===== config.mk =====
export PLATFORM = sky130hd
export DESIGN_NAME = rf_write_arbiter
export DESIGN_NICKNAME = d
export VERILOG_FILES = /design/src/rtl/rf_write_arbiter.sv
export SDC_FILE = /design/constraint.sdc
export NUM_CORES = 1
export LEC_CHECK = 0
export BUFFER_PORTS_ARGS = -buffer_cell sky130_fd_sc_hd__clkbuf_2
export CAP_MARGIN = 20
export CORE_MARGIN = 10
export CORE_UTILIZATION = 50
export CTS_BUF_LIST = sky130_fd_sc_hd__clkbuf_8
export DETAILED_ROUTE_END_ITERATION = 8
export GPL_TIMING_DRIVEN = 0
export PLACE_DENSITY_LB_ADDON = 0.12
export SLEW_MARGIN = 10
export SYNTH_ARGS = -nofsm -noshare
export SYNTH_HDL_FRONTEND = slang
export SYNTH_SLANG_ARGS = --single-unit

===== constraint.sdc =====
create_clock -name CLK -period 5.1 [get_ports CLK]
set_input_delay 0.255 -clock CLK [delete_from_list [all_inputs] [get_ports CLK]]
set_output_delay 0.255 -clock CLK [all_outputs]
set_load 0.1 [all_outputs]

===== src/rtl/rf_write_arbiter.sv =====
// rf_write_arbiter: three-requester round-robin arbiter feeding a single
// register-file write port. Grants are combinational; the winning address
// and data are registered into the write stage. Writes to register 0 are
// accepted but dropped. Combinational bypass flags compare the pending
// write against the two read pointers currently presented to the file.
module rf_write_arbiter #(
   parameter int W = 8,
   parameter int D = 3
) (
   input  logic         CLK,
   input  logic         RESET,
   input  logic         hold,
   input  logic [2:0]   req_valid,
   input  logic [D-1:0] req_addr0,
   input  logic [D-1:0] req_addr1,
   input  logic [D-1:0] req_addr2,
   input  logic [W-1:0] req_data0,
   input  logic [W-1:0] req_data1,
   input  logic [W-1:0] req_data2,
   output logic [2:0]   req_ready,
   output logic         write_en,
   output logic [D-1:0] waddr,
   output logic [W-1:0] data_in,
   input  logic [D-1:0] raddrA,
   input  logic [D-1:0] raddrB,
   output logic         fwd_hitA,
   output logic         fwd_hitB,
   output logic [W-1:0] fwd_data
);

   // Rotating-priority pick: first valid requester starting at pointer p.
   function automatic logic [2:0] pick(input logic [2:0] v, input logic [1:0] p);
      logic [2:0] g;
      g = 3'b000;
      case (p)
         2'd1: begin
            if (v[1])      g = 3'b010;
            else if (v[2]) g = 3'b100;
            else if (v[0]) g = 3'b001;
            else           g = 3'b000;
         end
         2'd2: begin
            if (v[2])      g = 3'b100;
            else if (v[0]) g = 3'b001;
            else if (v[1]) g = 3'b010;
            else           g = 3'b000;
         end
         default: begin
            if (v[0])      g = 3'b001;
            else if (v[1]) g = 3'b010;
            else if (v[2]) g = 3'b100;
            else           g = 3'b000;
         end
      endcase
      return g;
   endfunction

   logic [1:0]   ptr_q, ptr_d;
   logic         write_en_q, write_en_d;
   logic [D-1:0] waddr_q, waddr_d;
   logic [W-1:0] data_in_q, data_in_d;
   logic [2:0]   grant_s;
   logic         transfer_s;
   logic [D-1:0] sel_addr_s;
   logic [W-1:0] sel_data_s;

   // Grant: suppressed while frozen or in reset, otherwise rotating priority.
   always_comb begin
      grant_s = 3'b000;
      if (RESET || hold) begin
         grant_s = 3'b000;
      end else begin
         grant_s = pick(req_valid, ptr_q);
      end
   end

   assign transfer_s = |grant_s;

   // Route the winning requester's address/data and compute the next pointer.
   always_comb begin
      sel_addr_s = req_addr0;
      sel_data_s = req_data0;
      ptr_d      = ptr_q;
      case (grant_s)
         3'b001: begin
            sel_addr_s = req_addr0;
            sel_data_s = req_data0;
            ptr_d      = 2'd1;
         end
         3'b010: begin
            sel_addr_s = req_addr1;
            sel_data_s = req_data1;
            ptr_d      = 2'd2;
         end
         3'b100: begin
            sel_addr_s = req_addr2;
            sel_data_s = req_data2;
            ptr_d      = 2'd0;
         end
         default: begin
            sel_addr_s = req_addr0;
            sel_data_s = req_data0;
            ptr_d      = ptr_q;
         end
      endcase
   end

   // Write-stage next state: only a transfer to a nonzero register is written;
   // a register-0 transfer is consumed without touching the write stage.
   always_comb begin
      write_en_d = 1'b0;
      waddr_d    = waddr_q;
      data_in_d  = data_in_q;
      if (transfer_s && (sel_addr_s != {D{1'b0}})) begin
         write_en_d = 1'b1;
         waddr_d    = sel_addr_s;
         data_in_d  = sel_data_s;
      end else begin
         write_en_d = 1'b0;
         waddr_d    = waddr_q;
         data_in_d  = data_in_q;
      end
   end

   // Pointer and write-stage registers; reset clears any in-flight transfer.
   always_ff @(posedge CLK or posedge RESET) begin
      if (RESET) begin
         ptr_q      <= 2'd0;
         write_en_q <= 1'b0;
         waddr_q    <= {D{1'b0}};
         data_in_q  <= {W{1'b0}};
      end else begin
         ptr_q      <= ptr_d;
         write_en_q <= write_en_d;
         waddr_q    <= waddr_d;
         data_in_q  <= data_in_d;
      end
   end

   assign req_ready = grant_s;
   assign write_en  = write_en_q;
   assign waddr     = waddr_q;
   assign data_in   = data_in_q;
   assign fwd_data  = data_in_q;
   // Port A never bypasses register 0; port B compares the pointer as-is.
   assign fwd_hitA  = write_en_q && (raddrA == waddr_q) && (raddrA != {D{1'b0}});
   assign fwd_hitB  = write_en_q && (raddrB == waddr_q);

endmodule


==> results.sh, run 1 <==
export IMPL_hp_class="in -> async"
export IMPL_clk_pin_slew_worst_paths_ps=60
export IMPL_clockBufferDepth=2
export IMPL_fin_crit_ps=2691
export IMPL_initial_core_util_pct=52.27
export IMPL_slew_headroom_pct=63.51
export IMPL_dieHeight_um=70.89
export IMPL_cp_start_kind="flip-flop"
export IMPL_syn_to_final_growth_pct=31.98
export IMPL_grt_use_total_pct=15.44
export IMPL_maxSlewViolCount=0
export IMPL_ff2ff_setup_slack_ps=2410
export IMPL_ys_flop_type="dfrtp_1"
export IMPL_drive_gt1_share_pct=46.95
export IMPL_final_common_cell="clkbuf_2"
export IMPL_yosys_area_top_type_share_pct=27.05
export IMPL_cp_slowest_cell="nor3_4"
export IMPL_status="complete, no violations"
export IMPL_wl_mm=4.130
export IMPL_finalWorstSetupSlack_ps=2409
export IMPL_viasPerCell=5.811
export IMPL_first_pass_iters=6
export IMPL_die_area_um2=5025
export IMPL_ys_ff_latch=14
export IMPL_n_antenna_cell=0
export IMPL_endpoint_kind="flip-flop"
export IMPL_cts_buffers=3
export IMPL_die_w_um=70.89
export IMPL_drc=0
export IMPL_ys_types=45
export IMPL_ios=70
export IMPL_cts_tree="done"
export IMPL_rsz0062_at_grt="no"
export IMPL_cp_max_fo=10
export IMPL_hold_viol=0
export IMPL_crit_required_ps=5200
export IMPL_post_cts_resize_count=0
export IMPL_critical_path_class="reg -> reg"
export IMPL_layout_common_cells="clkbuf_2 (68), inv_1 (14), dfrtp_1 (14)"
export IMPL_syn_avg_cell_area_um2=9.056
export IMPL_clkLatencyLatePin_ps=250
export IMPL_grt_pass1_wl_mm=6.582
export IMPL_coreArea_um2=2477
export IMPL_gr_total_overflow=0
export IMPL_place_congestion=0.8477
export IMPL_syn_inst=143
export IMPL_grt_max_degree=15
export IMPL_min_period_over_period_pct=52.77
export IMPL_cp_num_cells=10
export IMPL_path_cells="inv_1 > ha_1 > buf_6 > nor3_1 > a211oi_1 > nand3_1 > buf_6 > a221o_1 > nor3_4 > o32ai_2"
export IMPL_synthArstFlopShare_pct=100.0
export IMPL_startpoint="ptr_q[0]"
export IMPL_critPathCapture="data_in[1]"
export IMPL_worst_pin_slew_ps=546.7
export IMPL_clock_skew_ps=7.664
export IMPL_grt_pass1_vias=1451
export IMPL_nets=262
export IMPL_synth_yosys_seq_area_share_pct=27.05
export IMPL_port_buffers=67
export IMPL_synth_edff_count=0
export IMPL_post_cts_buffers=0
export IMPL_synth_top_area_cell="dfrtp_1"
export IMPL_synth_fp_nets=190
export IMPL_path_buf_inv=3
export IMPL_cts_root_buffer_cell="clkbuf_8"
export IMPL_fmax_mhz=371.6
export IMPL_place_hpwl_mm=3.404
export IMPL_h_tree_depth=1
export IMPL_r2r_worst_path_cells=10
export IMPL_postRouteAntennaNets=0
export IMPL_cts_hold_fix_buffers=0
export IMPL_first_iter_violations=69
export IMPL_cp_top_family="compound AO/OA/AOI/OAI gates"
export IMPL_synth_area_leaders="dfrtp_1 (27%), o32ai_2 (10%), a222oi_1 (6.2%)"
export IMPL_worstReg2RegEnd="data_in[1]"
export IMPL_setup_tns_ps=0
export IMPL_clkSinkCount=14
export IMPL_crit_path_max_incr_delay_ps=470
export IMPL_final_util_pct=68.99
export IMPL_worst_ep_arrival_time_ps=2790
export IMPL_reg2reg_from="ptr_q[0]"
export IMPL_row_count=18
export IMPL_netlist_area_um2=1295
export IMPL_drv_cap=0
export IMPL_finalSetupViolCount=0
export IMPL_ys_warn_count=0
export IMPL_path_common_cell="buf_6"
export IMPL_antenna_found_initial=0
export IMPL_vias=1412
export IMPL_dp_slack_ps=2464
export IMPL_avgRoutedWirePerCell_um=17.00
## kinds of logic (layout without fill, tap and decap cells)
| logic type | count (synthesis) | after routing | share of synthesized area (%) |
|---|---|---|---|
| buffers and inverters | 32 | 102 | 14.30 |
| XOR/XNOR | 5 | 5 | 3.382 |
| flip-flops | 14 | 14 | 27.05 |
| AND/OR/NAND/NOR | 46 | 46 | 20.39 |
| adder cells (fa/ha/maj) | 2 | 2 | 1.932 |
| AO/OA/AOI/OAI | 44 | 44 | 32.95 |
## registers in the layout, indices dropped and copies added, names as in the netlist
signal	flops
data_in	8
ptr_q	2
write_en	1
waddr	3
## layout make-up
type	instances	area (um^2)
sequential	14	350.3
timing repair buffer	67	335.3
multi-input combinational	97	759.5
fill	223	768.2
clock buffer	3	41.29
inverter	14	52.55
tap	30	37.54
buffer	18	132.6
## synth_stat cells, drive strengths merged (2+ instances only)
cell and count:
o21bai 2, buf 16, nand2b 12, nor3 4
nor2b 4, xor2 2, a21boi 2, o32ai 8
a21oi 6, xnor2 3, inv 14, ha 2
nor2 7, a221o 2, o311a 2, o21a 2
clkbuf 2, dfrtp 14, o21ai 3, nand2 7
and3 2, and2 4, a222oi 8
## stage by stage
step,hold WS (ps),instance area (um^2),std cells
global placement,342.9,1668,240
detailed placement,356.2,1668,240
finish,71.58,1709,243
floorplan,144.2,1295,143
global route,131.6,1709,243
CTS,89.26,1709,243
## worst min-delay path by stage
| stage | startpoint | end | slack [ps] | cells after the start |
|---|---|---|---|---|
| floorplan | RESET | data_in[0] | 140 | 1 |
| global placement | RESET | waddr[0] | 340 | 2 |
| detailed placement | RESET | ptr_q[0] | 360 | 2 |
| CTS | RESET | data_in[0] | 90 | 2 |
| global route | RESET | data_in[0] | 130 | 2 |
| finish | RESET | data_in[0] | 70 | 2 |
## routing by layer
metal / global-route usage (%) / share of wire [%] / vias to the layer above
met5: 0 / 0 / -
met4: 7.527 / 2.5 / 0
met3: 4.603 / 9.0 / 9
met2: 28.59 / 52 / 73
met1: 15.19 / 36 / 667
li1: - / - / 663
Power of run 1 is left out: the tool's default activity adds up to more than one toggle a clock period on the data nets, which glitch-free logic cannot reach.
==> inputs of run 2 (changes only) <==
--- a/config.mk
+++ b/config.mk
@@ -8,7 +8,7 @@
 export BUFFER_PORTS_ARGS = -buffer_cell sky130_fd_sc_hd__clkbuf_2
 export CAP_MARGIN = 20
 export CORE_MARGIN = 10
-export CORE_UTILIZATION = 50
+export CORE_UTILIZATION = 46
 export CTS_BUF_LIST = sky130_fd_sc_hd__clkbuf_8
 export DETAILED_ROUTE_END_ITERATION = 8
 export GPL_TIMING_DRIVEN = 0
==> constraint.sdc (replaced) <==
create_clock -name CLK -period 2.5 [get_ports CLK]
set_input_delay 0.125 -clock CLK [delete_from_list [all_inputs] [get_ports CLK]]
set_output_delay 0.125 -clock CLK [all_outputs]
set_load 0.1 [all_outputs]
==> results.sh, run 2 (same netlist as run 1, synthesis figures left out) <==
export IMPL_status="complete, no violations"
export IMPL_wl_mm=3.885
export IMPL_finalSetupViolCount=0
export IMPL_layout_common_cells="clkbuf_2 (68), buf_4 (16), dfrtp_1 (14)"
export IMPL_die_area_um2=5338
export IMPL_dieHeight_um=73.06
export IMPL_worst_pin_slew_ps=543.2
export IMPL_initial_core_util_pct=47.37
export IMPL_drc=0
export IMPL_cts_root_buffer_cell="clkbuf_8"
export IMPL_multiInputGateArea_um2=805.8
export IMPL_grt_pass1_wl_mm=6.237
export IMPL_clkSinkCount=14
export IMPL_postRouteAntennaNets=0
export IMPL_clockBufferDepth=2
export IMPL_min_period_over_period_pct=98.56
export IMPL_die_w_um=73.06
export IMPL_ios=70
export IMPL_viasPerCell=5.530
export IMPL_antenna_found_initial=0
export IMPL_fmax_mhz=405.8
export IMPL_clk_pin_slew_worst_paths_ps=60
export IMPL_h_tree_depth=1
export IMPL_port_buffers=67
export IMPL_hp_class="in -> reg"
export IMPL_drv_cap=0
export IMPL_nets=270
export IMPL_crit_required_ps=2650
export IMPL_cp_max_fo=9
export IMPL_maxSlewViolCount=0
export IMPL_avgRoutedWirePerCell_um=15.36
export IMPL_vias=1399
export IMPL_final_common_cell="clkbuf_2"
export IMPL_critical_path_class="reg -> reg"
export IMPL_slew_headroom_pct=63.75
export IMPL_clkLatencyLatePin_ps=240
export IMPL_seqCellArea_um2=350.3
export IMPL_cts_tree="done"
export IMPL_cp_start_kind="flip-flop"
export IMPL_drive_gt1_share_pct=52.25
export IMPL_place_hpwl_mm=3.194
export IMPL_cts_buffers=3
export IMPL_gr_total_overflow=0
export IMPL_grt_max_degree=15
export IMPL_first_pass_iters=5
export IMPL_place_congestion=0.8340
export IMPL_clock_skew_ps=4.043
export IMPL_first_iter_violations=61
export IMPL_largest_reg_flops=8
export IMPL_n_antenna_cell=0
export IMPL_fin_crit_ps=2464
export IMPL_rsz0062_at_grt="yes"
export IMPL_syn_to_final_growth_pct=44.35
export IMPL_row_count=19
export IMPL_hold_viol=0
export IMPL_final_util_pct=68.38
export IMPL_grt_pass1_vias=1409
export IMPL_worst_ep_arrival_time_ps=2620
export IMPL_grt_use_total_pct=13.77
export IMPL_nFillCells=240
export IMPL_endpoint_kind="flip-flop"
export IMPL_coreArea_um2=2734
==> run 2: changes by cell type in the layout (fill, tap and decap cells not counted), sizes merged <==
cell | previous run | this run
buf | 16 | 22
clkbuf | 72 | 74
dlygate4sd3 | 0 | 1
==> run 2: layout make-up <==
type                    count  area share [%]
repair buffers             76           23.29
inverters                  14           2.811
multi-input cells          97           43.11
clock buffers               4           2.945
flip-flops and latches     14           18.74
well taps                  31           2.075
plain buffers              17           7.028
==> run 2: stage by stage <==
step / setup TNS [ps] / worst slack (ps) / area [um^2] / hold WS (ps) / cells
floorplan: -58.84 / -58.84 / 1308 / 14.22 / 143
global placement: -929.0 / -117.8 / 1682 / 215.6 / 241
detailed placement: -1726 / -198.1 / 1682 / 222.1 / 241
CTS: 0 / 15.01 / 1818 / 176.4 / 249
global route: -723.1 / -88.53 / 1869 / 213.0 / 253
finish: 0 / 35.92 / 1869 / 180.5 / 253
==> run 2: path summary, 6_finish.rpt <==
path                                   start          to  slack [ps]  cells past startpoint
worst max register to register      ptr_q[1]  data_in[0]          40                     10
worst min register to register    data_in[2]  data_in[2]         580                      2
worst min-delay path            req_addr0[1]    waddr[1]         180                      3
worst max-delay path                ptr_q[1]  data_in[0]          40                     10
max in group asynchronous              RESET  data_in[2]        1640                      3
min in group asynchronous              RESET  data_in[0]         500                      3
==> run 2: timing repair <==
| item | in CTS | in global routing |
|---|---|---|
| hold buffers | 1 | 0 |
| buffers inserted | 4 | 3 |
| hold endpoints to repair | 14 | 0 |
| pin swaps | 3 | 2 |
| endpoints found under the setup margin | 10 | 11 |
| cloned | 0 | 1 |
| resized for setup | 5 | 2 |
==> run 2: per-layer routing <==
metal  global-route usage [%]  wire, um  vias to the layer above
met4                    2.532        10                        0
met3                    5.442       356                        2
met1                    13.78      1351                      669
li1                         -         -                      681
met5                        0         0                        -
met2                    25.98      2167                       47
==> run 2: worst max-delay path: stages, from the launching register on <==
cell	delay, ps
dfrtp_1	420
ha_4	320
buf_8	110
and4b_1	200
o21ai_2	170
nand3_2	110
buf_6	150
a221o_1	310
o21a_1	190
buf_6	150
o32ai_2	240
Power of run 2 is left out for the same reason.
